--- config.mk ---
export PLATFORM = sky130hd
export DESIGN_NAME = mmio_uart_tx_flat
export DESIGN_NICKNAME = d
export VERILOG_FILES = /design/src/rtl/mmio_uart_tx_if.sv /design/src/rtl/mmio_uart_tx.sv /design/src/flat_wrapper.sv
export SDC_FILE = /design/constraint.sdc
export NUM_CORES = 1
export LEC_CHECK = 0
export CORE_MARGIN = 10
export CORE_UTILIZATION = 40
export CTS_BUF_LIST = sky130_fd_sc_hd__clkbuf_16
export CTS_CLUSTER_SIZE = 25
export DETAILED_ROUTE_END_ITERATION = 12
export GPL_TIMING_DRIVEN = 0
export PLACE_DENSITY_LB_ADDON = 0.1
export SLEW_MARGIN = 40
export SYNTH_ARGS = -nofsm -noshare
export SYNTH_HDL_FRONTEND = slang
export SYNTH_SLANG_ARGS = --single-unit
--- constraint.sdc ---
create_clock -name clk -period 4.1 [get_ports clk]
set_input_delay 0.41 -clock clk [delete_from_list [all_inputs] [get_ports clk]]
set_output_delay 0.41 -clock clk [all_outputs]
set_load 0.05 [all_outputs]
--- src/rtl/mmio_uart_tx_if.sv ---
// CPU-side memory-mapped bus into the UART transmitter: word address,
// read/write strobes, write data and the OR-mergeable read data.
interface mmio_uart_tx_if;
    logic [15:0] memAddr;
    logic        memRe;
    logic        memWe;
    logic [15:0] memWBus;
    logic [15:0] memRBus;

    modport master (
        output memAddr,
        output memRe,
        output memWe,
        output memWBus,
        input  memRBus
    );

    modport slave (
        input  memAddr,
        input  memRe,
        input  memWe,
        input  memWBus,
        output memRBus
    );
endinterface

--- src/rtl/mmio_uart_tx.sv ---
// Memory-mapped 8N1 UART transmitter: DATA/STATUS/DIVISOR register window,
// 4-entry byte FIFO and a START/DATA/STOP serialiser clocked by a bit divisor.
module mmio_uart_tx #(
    parameter logic [15:0] BASE_ADDR   = 16'hFF00,
    parameter logic [15:0] DEFAULT_DIV = 16'd4
) (
    input  logic              clk,
    input  logic              rst,
    mmio_uart_tx_if.slave     bus,
    output logic              tx,
    output logic              txIdle
);

    typedef enum logic [1:0] {
        IDLE  = 2'd0,
        START = 2'd1,
        DATA  = 2'd2,
        STOP  = 2'd3
    } state_t;

    localparam logic [1:0] OFF_DATA    = 2'd0;
    localparam logic [1:0] OFF_STATUS  = 2'd1;
    localparam logic [1:0] OFF_DIVISOR = 2'd2;

    state_t      state_q, state_d;
    logic [7:0]  fifo_mem [4];
    logic [1:0]  wr_ptr_q, wr_ptr_d;
    logic [1:0]  rd_ptr_q, rd_ptr_d;
    logic [2:0]  count_q, count_d;
    logic        overflow_q, overflow_d;
    logic [15:0] div_q, div_d;
    logic [15:0] bit_cnt_q, bit_cnt_d;
    logic [2:0]  bit_idx_q, bit_idx_d;
    logic [7:0]  shift_q, shift_d;
    logic        tx_q, tx_d;

    logic        sel;
    logic [1:0]  offset;
    logic        wr_en;
    logic        push_req;
    logic        push_ok;
    logic        pop;
    logic        fifo_empty;
    logic        fifo_full;
    logic        busy;
    logic        bit_done;
    logic [15:0] status_word;

    // Address decode and status flags
    always_comb begin
        sel        = (bus.memAddr[15:2] == BASE_ADDR[15:2]);
        offset     = bus.memAddr[1:0];
        wr_en      = bus.memWe && sel;
        push_req   = wr_en && (offset == OFF_DATA);
        fifo_empty = (count_q == 3'd0);
        fifo_full  = (count_q == 3'd4);
        busy       = (state_q != IDLE);
        bit_done   = (bit_cnt_q == 16'd0);
        status_word = {9'b0, count_q, overflow_q, fifo_empty, fifo_full, busy};
    end

    // Serialiser: each bit lasts bit_cnt reload + 1 clocks
    always_comb begin
        state_d   = state_q;
        bit_cnt_d = bit_cnt_q;
        bit_idx_d = bit_idx_q;
        shift_d   = shift_q;
        pop       = 1'b0;
        case (state_q)
            IDLE: begin
                if (!fifo_empty) begin
                    pop       = 1'b1;
                    shift_d   = fifo_mem[rd_ptr_q];
                    bit_cnt_d = div_q;
                    state_d   = START;
                end
            end
            START: begin
                if (bit_done) begin
                    bit_cnt_d = div_q;
                    bit_idx_d = 3'd0;
                    state_d   = DATA;
                end else begin
                    bit_cnt_d = bit_cnt_q - 16'd1;
                end
            end
            DATA: begin
                if (bit_done) begin
                    bit_cnt_d = div_q;
                    shift_d   = {1'b0, shift_q[7:1]};
                    if (bit_idx_q == 3'd7) begin
                        state_d = STOP;
                    end else begin
                        bit_idx_d = bit_idx_q + 3'd1;
                    end
                end else begin
                    bit_cnt_d = bit_cnt_q - 16'd1;
                end
            end
            STOP: begin
                if (bit_done) begin
                    // Chain straight into the next frame so queued bytes leave with no idle gap
                    if (!fifo_empty) begin
                        pop       = 1'b1;
                        shift_d   = fifo_mem[rd_ptr_q];
                        bit_cnt_d = div_q;
                        state_d   = START;
                    end else begin
                        state_d   = IDLE;
                    end
                end else begin
                    bit_cnt_d = bit_cnt_q - 16'd1;
                end
            end
            default: state_d = IDLE;
        endcase

        case (state_d)
            START:   tx_d = 1'b0;
            DATA:    tx_d = shift_d[0];
            default: tx_d = 1'b1;
        endcase
    end

    // FIFO bookkeeping and register writes
    always_comb begin
        push_ok    = push_req && (!fifo_full || pop);
        wr_ptr_d   = wr_ptr_q + {1'b0, push_ok};
        rd_ptr_d   = rd_ptr_q + {1'b0, pop};
        count_d    = count_q + {2'b0, push_ok} - {2'b0, pop};
        overflow_d = overflow_q;
        div_d      = div_q;
        if (wr_en && (offset == OFF_STATUS) && bus.memWBus[3]) begin
            overflow_d = 1'b0;
        end
        // A dropped byte wins over a simultaneous clear so it is never lost silently
        if (push_req && !push_ok) begin
            overflow_d = 1'b1;
        end
        if (wr_en && (offset == OFF_DIVISOR)) begin
            div_d = bus.memWBus;
        end
    end

    always_ff @(posedge clk or posedge rst) begin
        if (rst) begin
            state_q    <= IDLE;
            wr_ptr_q   <= 2'd0;
            rd_ptr_q   <= 2'd0;
            count_q    <= 3'd0;
            overflow_q <= 1'b0;
            div_q      <= DEFAULT_DIV;
            bit_cnt_q  <= 16'd0;
            bit_idx_q  <= 3'd0;
            shift_q    <= 8'd0;
            tx_q       <= 1'b1;
        end else begin
            state_q    <= state_d;
            wr_ptr_q   <= wr_ptr_d;
            rd_ptr_q   <= rd_ptr_d;
            count_q    <= count_d;
            overflow_q <= overflow_d;
            div_q      <= div_d;
            bit_cnt_q  <= bit_cnt_d;
            bit_idx_q  <= bit_idx_d;
            shift_q    <= shift_d;
            tx_q       <= tx_d;
        end
    end

    // Payload storage needs no reset; pointers and count define validity
    always_ff @(posedge clk) begin
        if (push_ok) begin
            fifo_mem[wr_ptr_q] <= bus.memWBus[7:0];
        end
    end

    always_comb begin
        bus.memRBus = 16'h0000;
        if (bus.memRe && sel) begin
            case (offset)
                OFF_STATUS:  bus.memRBus = status_word;
                OFF_DIVISOR: bus.memRBus = div_q;
                default:     bus.memRBus = 16'h0000;
            endcase
        end
    end

    assign tx     = tx_q;
    assign txIdle = fifo_empty && (state_q == IDLE);

endmodule

--- src/flat_wrapper.sv ---
// flat-port wrapper written by rule: the top's interface ports become plain ports
module mmio_uart_tx_flat 
#(
    parameter logic [15:0] BASE_ADDR   = 16'hFF00,
    parameter logic [15:0] DEFAULT_DIV = 16'd4
)
  (clk, rst, tx, txIdle, bus_memAddr, bus_memRe, bus_memWe, bus_memWBus, bus_memRBus);
  mmio_uart_tx_if bus_i ();
  input  logic clk;
  input  logic rst;
  output logic tx;
  output logic txIdle;
  input wire logic [$bits(bus_i.memAddr)-1:0] bus_memAddr;
  input wire logic [$bits(bus_i.memRe)-1:0] bus_memRe;
  input wire logic [$bits(bus_i.memWe)-1:0] bus_memWe;
  input wire logic [$bits(bus_i.memWBus)-1:0] bus_memWBus;
  output wire logic [$bits(bus_i.memRBus)-1:0] bus_memRBus;
  assign bus_i.memAddr = bus_memAddr;
  assign bus_i.memRe = bus_memRe;
  assign bus_i.memWe = bus_memWe;
  assign bus_i.memWBus = bus_memWBus;
  assign bus_memRBus = bus_i.memRBus;
  mmio_uart_tx #(.BASE_ADDR(BASE_ADDR), .DEFAULT_DIV(DEFAULT_DIV)) u_core (.clk(clk), .rst(rst), .bus(bus_i), .tx(tx), .txIdle(txIdle));
endmodule
Yosys cells after proc, flatten, opt, wreduce, memory -nomap -nowiden
Memories as Yosys holds them, arrays and structs flattened.
Index checks and enable logic that the tools add are counted.

cells by class
  $lt $le $gt $ge = 0
  div/mod/pow operators = 0
  bitwise logic cells = 0
  muxes and demuxes = 29
  add/subtract/negate cells = 6
  multiply operators = 0
  reduce and logical (&&, ||, !) cells = 23
  shift operators = 0
  eq/ne operators = 14

operators by type and width
  kind                                                                      count
  16-bit 2-to-1 mux                                                         4
  16-bit one-hot mux with 3 select lines                                    1
  16-bit one-hot mux with 2 select lines                                    1
  8-bit 2-to-1 mux                                                          3
  8-bit one-hot mux with 3 select lines                                     1
  16-bit zero test                                                          1
  16-bit by 1-bit subtractor with 16-bit output (second input constant)     1
  14-bit equality test (second input constant)                              1
  2-bit 2-to-1 mux                                                          5
  1-bit logical AND                                                         9
  3-bit 2-to-1 mux                                                          3
  2-bit equality test (second input constant)                               4
  2-bit one-hot mux with 4 select lines                                     1
  1-bit 2-to-1 mux                                                          7
  2-bit by 1-bit equality test with 1-bit output (second input constant)    3
  3-bit equality test (second input constant)                               2
  2-bit by 1-bit inequality test with 1-bit output (second input constant)  3
  3-bit one-hot mux with 2 select lines                                     1
  2-bit nonzero test                                                        3
  2-bit by 1-bit adder with 2-bit output                                    2
  2-bit zero test                                                           2
  1-bit one-hot mux with 2 select lines                                     2
  4-bit AND reduction                                                       1
  3-bit by 1-bit adder with 3-bit output                                    1
  other kinds (9)                                                           10

word-level totals
  memories kept = 1
  bits in registers = 54
  memory bits (writable) = 32
  output and inout bits = 18
  logic and storage cells = 84
  bits in read-only memories = 0
  latch bits = 0
  input bits = 36

memories
  memory           words  bits a word  read ports  clocked after Yosys merged registers in  wr ports  line                RTL
  u_core.fifo_mem  4      8            1           0                                        1         mmio_uart_tx.sv:26  logic [7:0] fifo_mem [4];

Longest topological paths before layout
  depth in word-level cells = 9
  mapped depth = 13
  gate-level depth less buffers = 12

Least setup slack after synthesis
No wires, ideal clock.

  kind = reg2reg
  from = reg u_core.bit_cnt_q[0]
  to = mem u_core.fifo_mem[1][0], enable pin
  period minus slack after synthesis = 3.224 ns
  library setup time = 0.398 ns
  stages on the path, launching flop included = 8
  slack = 0.876 ns
  data required time = 3.702 ns
  path buffers = 0
  arrival time = 2.827 ns
  cells stage by stage = dfrtp_1 > inv_1 > ha_1 > or3b_1 > nor3_4 > a31oi_4 > o211a_4 > nor4b_1

on the way
  longest elaborated chain between the ends = 7

RTL lines
  item                                    line                 RTL
  start, declared                         mmio_uart_tx.sv:32   logic [15:0] bit_cnt_q, bit_cnt_d;
  start signal, assigned                  mmio_uart_tx.sv:164  bit_cnt_q <= bit_cnt_d;
  16-bit zero test                        mmio_uart_tx.sv:58   bit_done = (bit_cnt_q == 16'd0);
  1-bit 2-to-1 mux                        mmio_uart_tx.sv:101  if (bit_done) begin
  1-bit one-hot mux with 2 select lines   mmio_uart_tx.sv:69   case (state_q)
  1-bit logical OR                        mmio_uart_tx.sv:127  push_ok = push_req && (!fifo_full || pop);
  1-bit logical AND                       mmio_uart_tx.sv:127
  1-bit 2-to-1 mux                        mmio_uart_tx.sv:173  if (push_ok) begin
  1-bit 2-to-1 mux (not written as such)  mmio_uart_tx.sv:174  fifo_mem[wr_ptr_q] <= bus.memWBus[7:0];
  end, declared                           mmio_uart_tx.sv:26

Every way passes these cells.

Worst setup path in the final report
  from = in bus_memAddr[3]
  to = out bus_memRBus[7]

on the way
  longest elaborated chain between the ends = 3

RTL lines
  item                  line                 RTL
  start, declared       flat_wrapper.sv:13   input wire logic [$bits(bus_i.memAddr)-1:0] bus_memAddr;
  14-bit equality test  mmio_uart_tx.sv:51   sel = (bus.memAddr[15:2] == BASE_ADDR[15:2]);
  1-bit logical AND     mmio_uart_tx.sv:180  if (bus.memRe && sel) begin
  16-bit 2-to-1 mux     mmio_uart_tx.sv:180
  end, declared         flat_wrapper.sv:17   output wire logic [$bits(bus_i.memRBus)-1:0] bus_memRBus;

Every way passes these cells.

==> results.md <==
- Diode count: 0
- Unique masters post-synth: 61
- Drt drc: 0
- Number of iterations in the first detailed-routing pass: 5
- Largest net degree at the start of global routing: 33
- Final setup viols: 0
- Sequential Power Share: 29.5%
- Yosys top cell by area: dfrtp_1
- Syn Inst Count: 409
- Synth warn: 0
- Critical Path End Type: primary output
- Total wire length: 12.64 mm
- Crit-path cells: clkdlybuf4s50_1 > or4_1 > nor4_1 > and3_1 > clkbuf_1 > and2_1 > clkdlybuf4s50_1
- Crit share post-route: 88.58%
- Comb power frac: 49.4%
- Worst hold slack: 0.3655 ns
- CP Data Arrival Time: 3.22 ns
- Mean Syn Cell Area: 11.40 sq um
- Achievable Freq: 0.2753 GHz
- VDD IR max: 0.0003455 V
- Asr flop ratio synth: 62.79%
- Number of synthesized flops with an enable pin: 32
- Final Hold Viols: 0
- Count leader, synth: dfrtp_1
- IO buf count: 53
- Final setup TNS: 0 ns
- Final #Nets: 528
- Final Instance Area: 5753 sq um
- Slew Limit Fails: 0
- CTS H-tree depth: 3
- Reg2reg start: u_core.bit_cnt_q[0]
- Clk Latency, worst-skew pair: 0.35 ns
- CTS root buf: clkbuf_16
- R2R depth: 12
- Vias in the first global route: 3783
- Placed Area: 5445 sq um
- Crit-path slowest cell: clkdlybuf4s50_1
- Starting Density: 40.85%
- Slew of the pin with the lowest slew margin: 0.7375 ns
- Status: complete, no violations
- Clk sink count: 86
- Worst Path Required: 3.69 ns
- Top post-synthesis cells by area: dfrtp_1 (28%), edfxtp_1 (21%), mux2_2 (4.1%)
- Worst R2R End: u_core.count_q[2]
- Remaining Overflow, GRT: 0
- Critical path peak fanout: 9
- DRT iter0 DRCs: 246
- Switching pwr: 1.706 mW
- RSZ-0062 raised after global routing: no
- CTS Buffer Depth: 2
- Final clock skew: 0.01116 ns
- Ys flop type: dfrtp_1
- Postcts setup bufs: 0
- Die extent in x: 128.0 um
- Slew margin rel.: 50.84%
- Via/cell ratio: 5.843
- FP Rows: 39
- Die ar.: 16380 sq um
- CTS tree: built
- Yosys reg bits: 86
- Post-synthesis sequential area ratio: 49.62%
- Fraction of layout cells with a size suffix above 1: 14.70%
- Initial antenna violation count: 0
- Crit path time final: 3.632 ns
- Clock share of power: 21.1%
- Switching part of the total: 43.93%
- Vias post-DR: 3658
- Pint: 2.177 mW
- I/O pin cnt: 54
- CTS buffer count: 9
- First-pass GRT wire length: 20.59 mm
- Final antenna-violating net count: 0
- CP dominant cell by count: clkdlybuf4s50_1
- CP max stage delay: 0.82 ns
- Top cell type's share of synthesized area: 27.90%
- Hold Path Class: input pin to asynchronous set/reset pin
- Setup CP Type: input pin to primary output
- Routability cong.: 0.8498
- Cell area after synthesis: 4664 sq um
- Die Span Y: 128.0 um
- Max Cap Violations: 0
- Startpoint types: input pin
- Power Density: 675.0 nW/um^2
- DR WL/cell: 20.19 um
- Core box area: 11420 sq um
- DP HPWL: 9.387 mm
- Syn_nets: 459
- Post_cts resized: 0
- Commonest cells in the netlist: dfrtp_1 (52), edfxtp_1 (32), nand2_1 (25)
- Hold-fix buffers, CTS: 0
- GRT Resource Usage Total: 15.86%
- Pleak: 2.335 nW
- Reg2Reg Setup Slack: 0.55 ns
- P&R area growth vs syn: 23.34%
- CTS clock-pin slew for the worst setup and hold paths: 0.07 ns
state kept, by name (all words and copies together) (netlist names):
signal and cells:
u_core.fifo_mem 32, u_core.bit_cnt_q 16, u_core.div_q 16, u_core.shift_q 8, u_core.bit_idx_q 3, u_core.count_q 3, u_core.rd_ptr_q 2, u_core.state_q 2
u_core.wr_ptr_q 2, u_core.overflow_q 1, u_core.tx 1
final cells by class:
type | count | area [sq um]
clock inverters | 7 | 78.83
inverters | 12 | 47.55
multi-input cells | 285 | 2221
plain buffers | 26 | 111.4
flip-flops and latches | 86 | 2315
repair buffers | 58 | 575.6
well taps | 143 | 178.9
clock buffers | 9 | 225.2
fillers | 1045 | 5665
critical path, delay by kind of cell:
family,cells,cell delay [ns]
AND/OR/NAND/NOR,4,1.36
buffers and inverters,3,1.46
placed cells by master, fill, tap and decap left out, types with 12 or more instances in the layout:
master,instances
clkdlybuf4s50_1,53
dfrtp_1,52
edfxtp_1,32
nand2_1,25
nor2_1,21
o21ai_0,21
clkbuf_1,17
mux2_2,17
mux2i_1,15
a21oi_1,13
ha_1,13
and2_1,12
a22o_1,12
power by group through the flow:
stage / combinational, mW / sequential (mW) / clock, mW
floorplan: 1.37 / 1.14 / 0
global placement: 1.85 / 1.15 / 0
detailed placement: 1.88 / 1.15 / 0
CTS: 1.90 / 1.14 / 0.838
global route: 2.11 / 1.16 / 0.874
finish: 1.92 / 1.14 / 0.821
worst max path at each step:
stage                              from                    end  slack (ns)  cells after the start
floorplan           u_core.bit_cnt_q[0]  u_core.fifo_mem[1][0]        0.88                      7
global placement         bus_memAddr[3]  u_core.fifo_mem[1][4]       -0.12                      6
detailed placement       bus_memAddr[3]        bus_memRBus[10]        0.43                      7
CTS                      bus_memAddr[3]         bus_memRBus[7]        0.42                      7
global route        u_core.bit_cnt_q[0]      u_core.count_q[2]        0.23                     12
finish                   bus_memAddr[3]         bus_memRBus[7]        0.47                      7
metrics by stage:
stage	util [%]	power [mW]	instances	worst slack, ns
finish	50.38	3.883	626	0.4680
global route	50.38	4.146	626	0.2347
CTS	50.35	3.877	626	0.4164
detailed placement	47.69	3.038	610	0.4306
global placement	47.06	2.997	605	-0.1180
floorplan	-	2.511	409	0.8756
cell families (layout without fill, tap and decap cells):
family / Yosys count / after routing / share of synthesized area, %
buffers and inverters: 38 / 112 / 3.353
AOI/OAI and AO/OA: 104 / 104 / 16.12
adders and majority gates: 14 / 14 / 3.916
muxes: 41 / 41 / 11.40
DFF: 86 / 86 / 49.62
and+or+nand+nor: 114 / 114 / 13.33
xor gates and xnor gates: 12 / 12 / 2.253
layer usage:
metal	up-vias	GRT usage, %	wire (um)
li1	1703	-	-
met1	1822	21.19	5970
met2	117	24.05	5719
met3	16	3.888	721
met4	0	6.490	229
met5	-	0	0
Note: power is estimated with default switching activity, not from simulation.
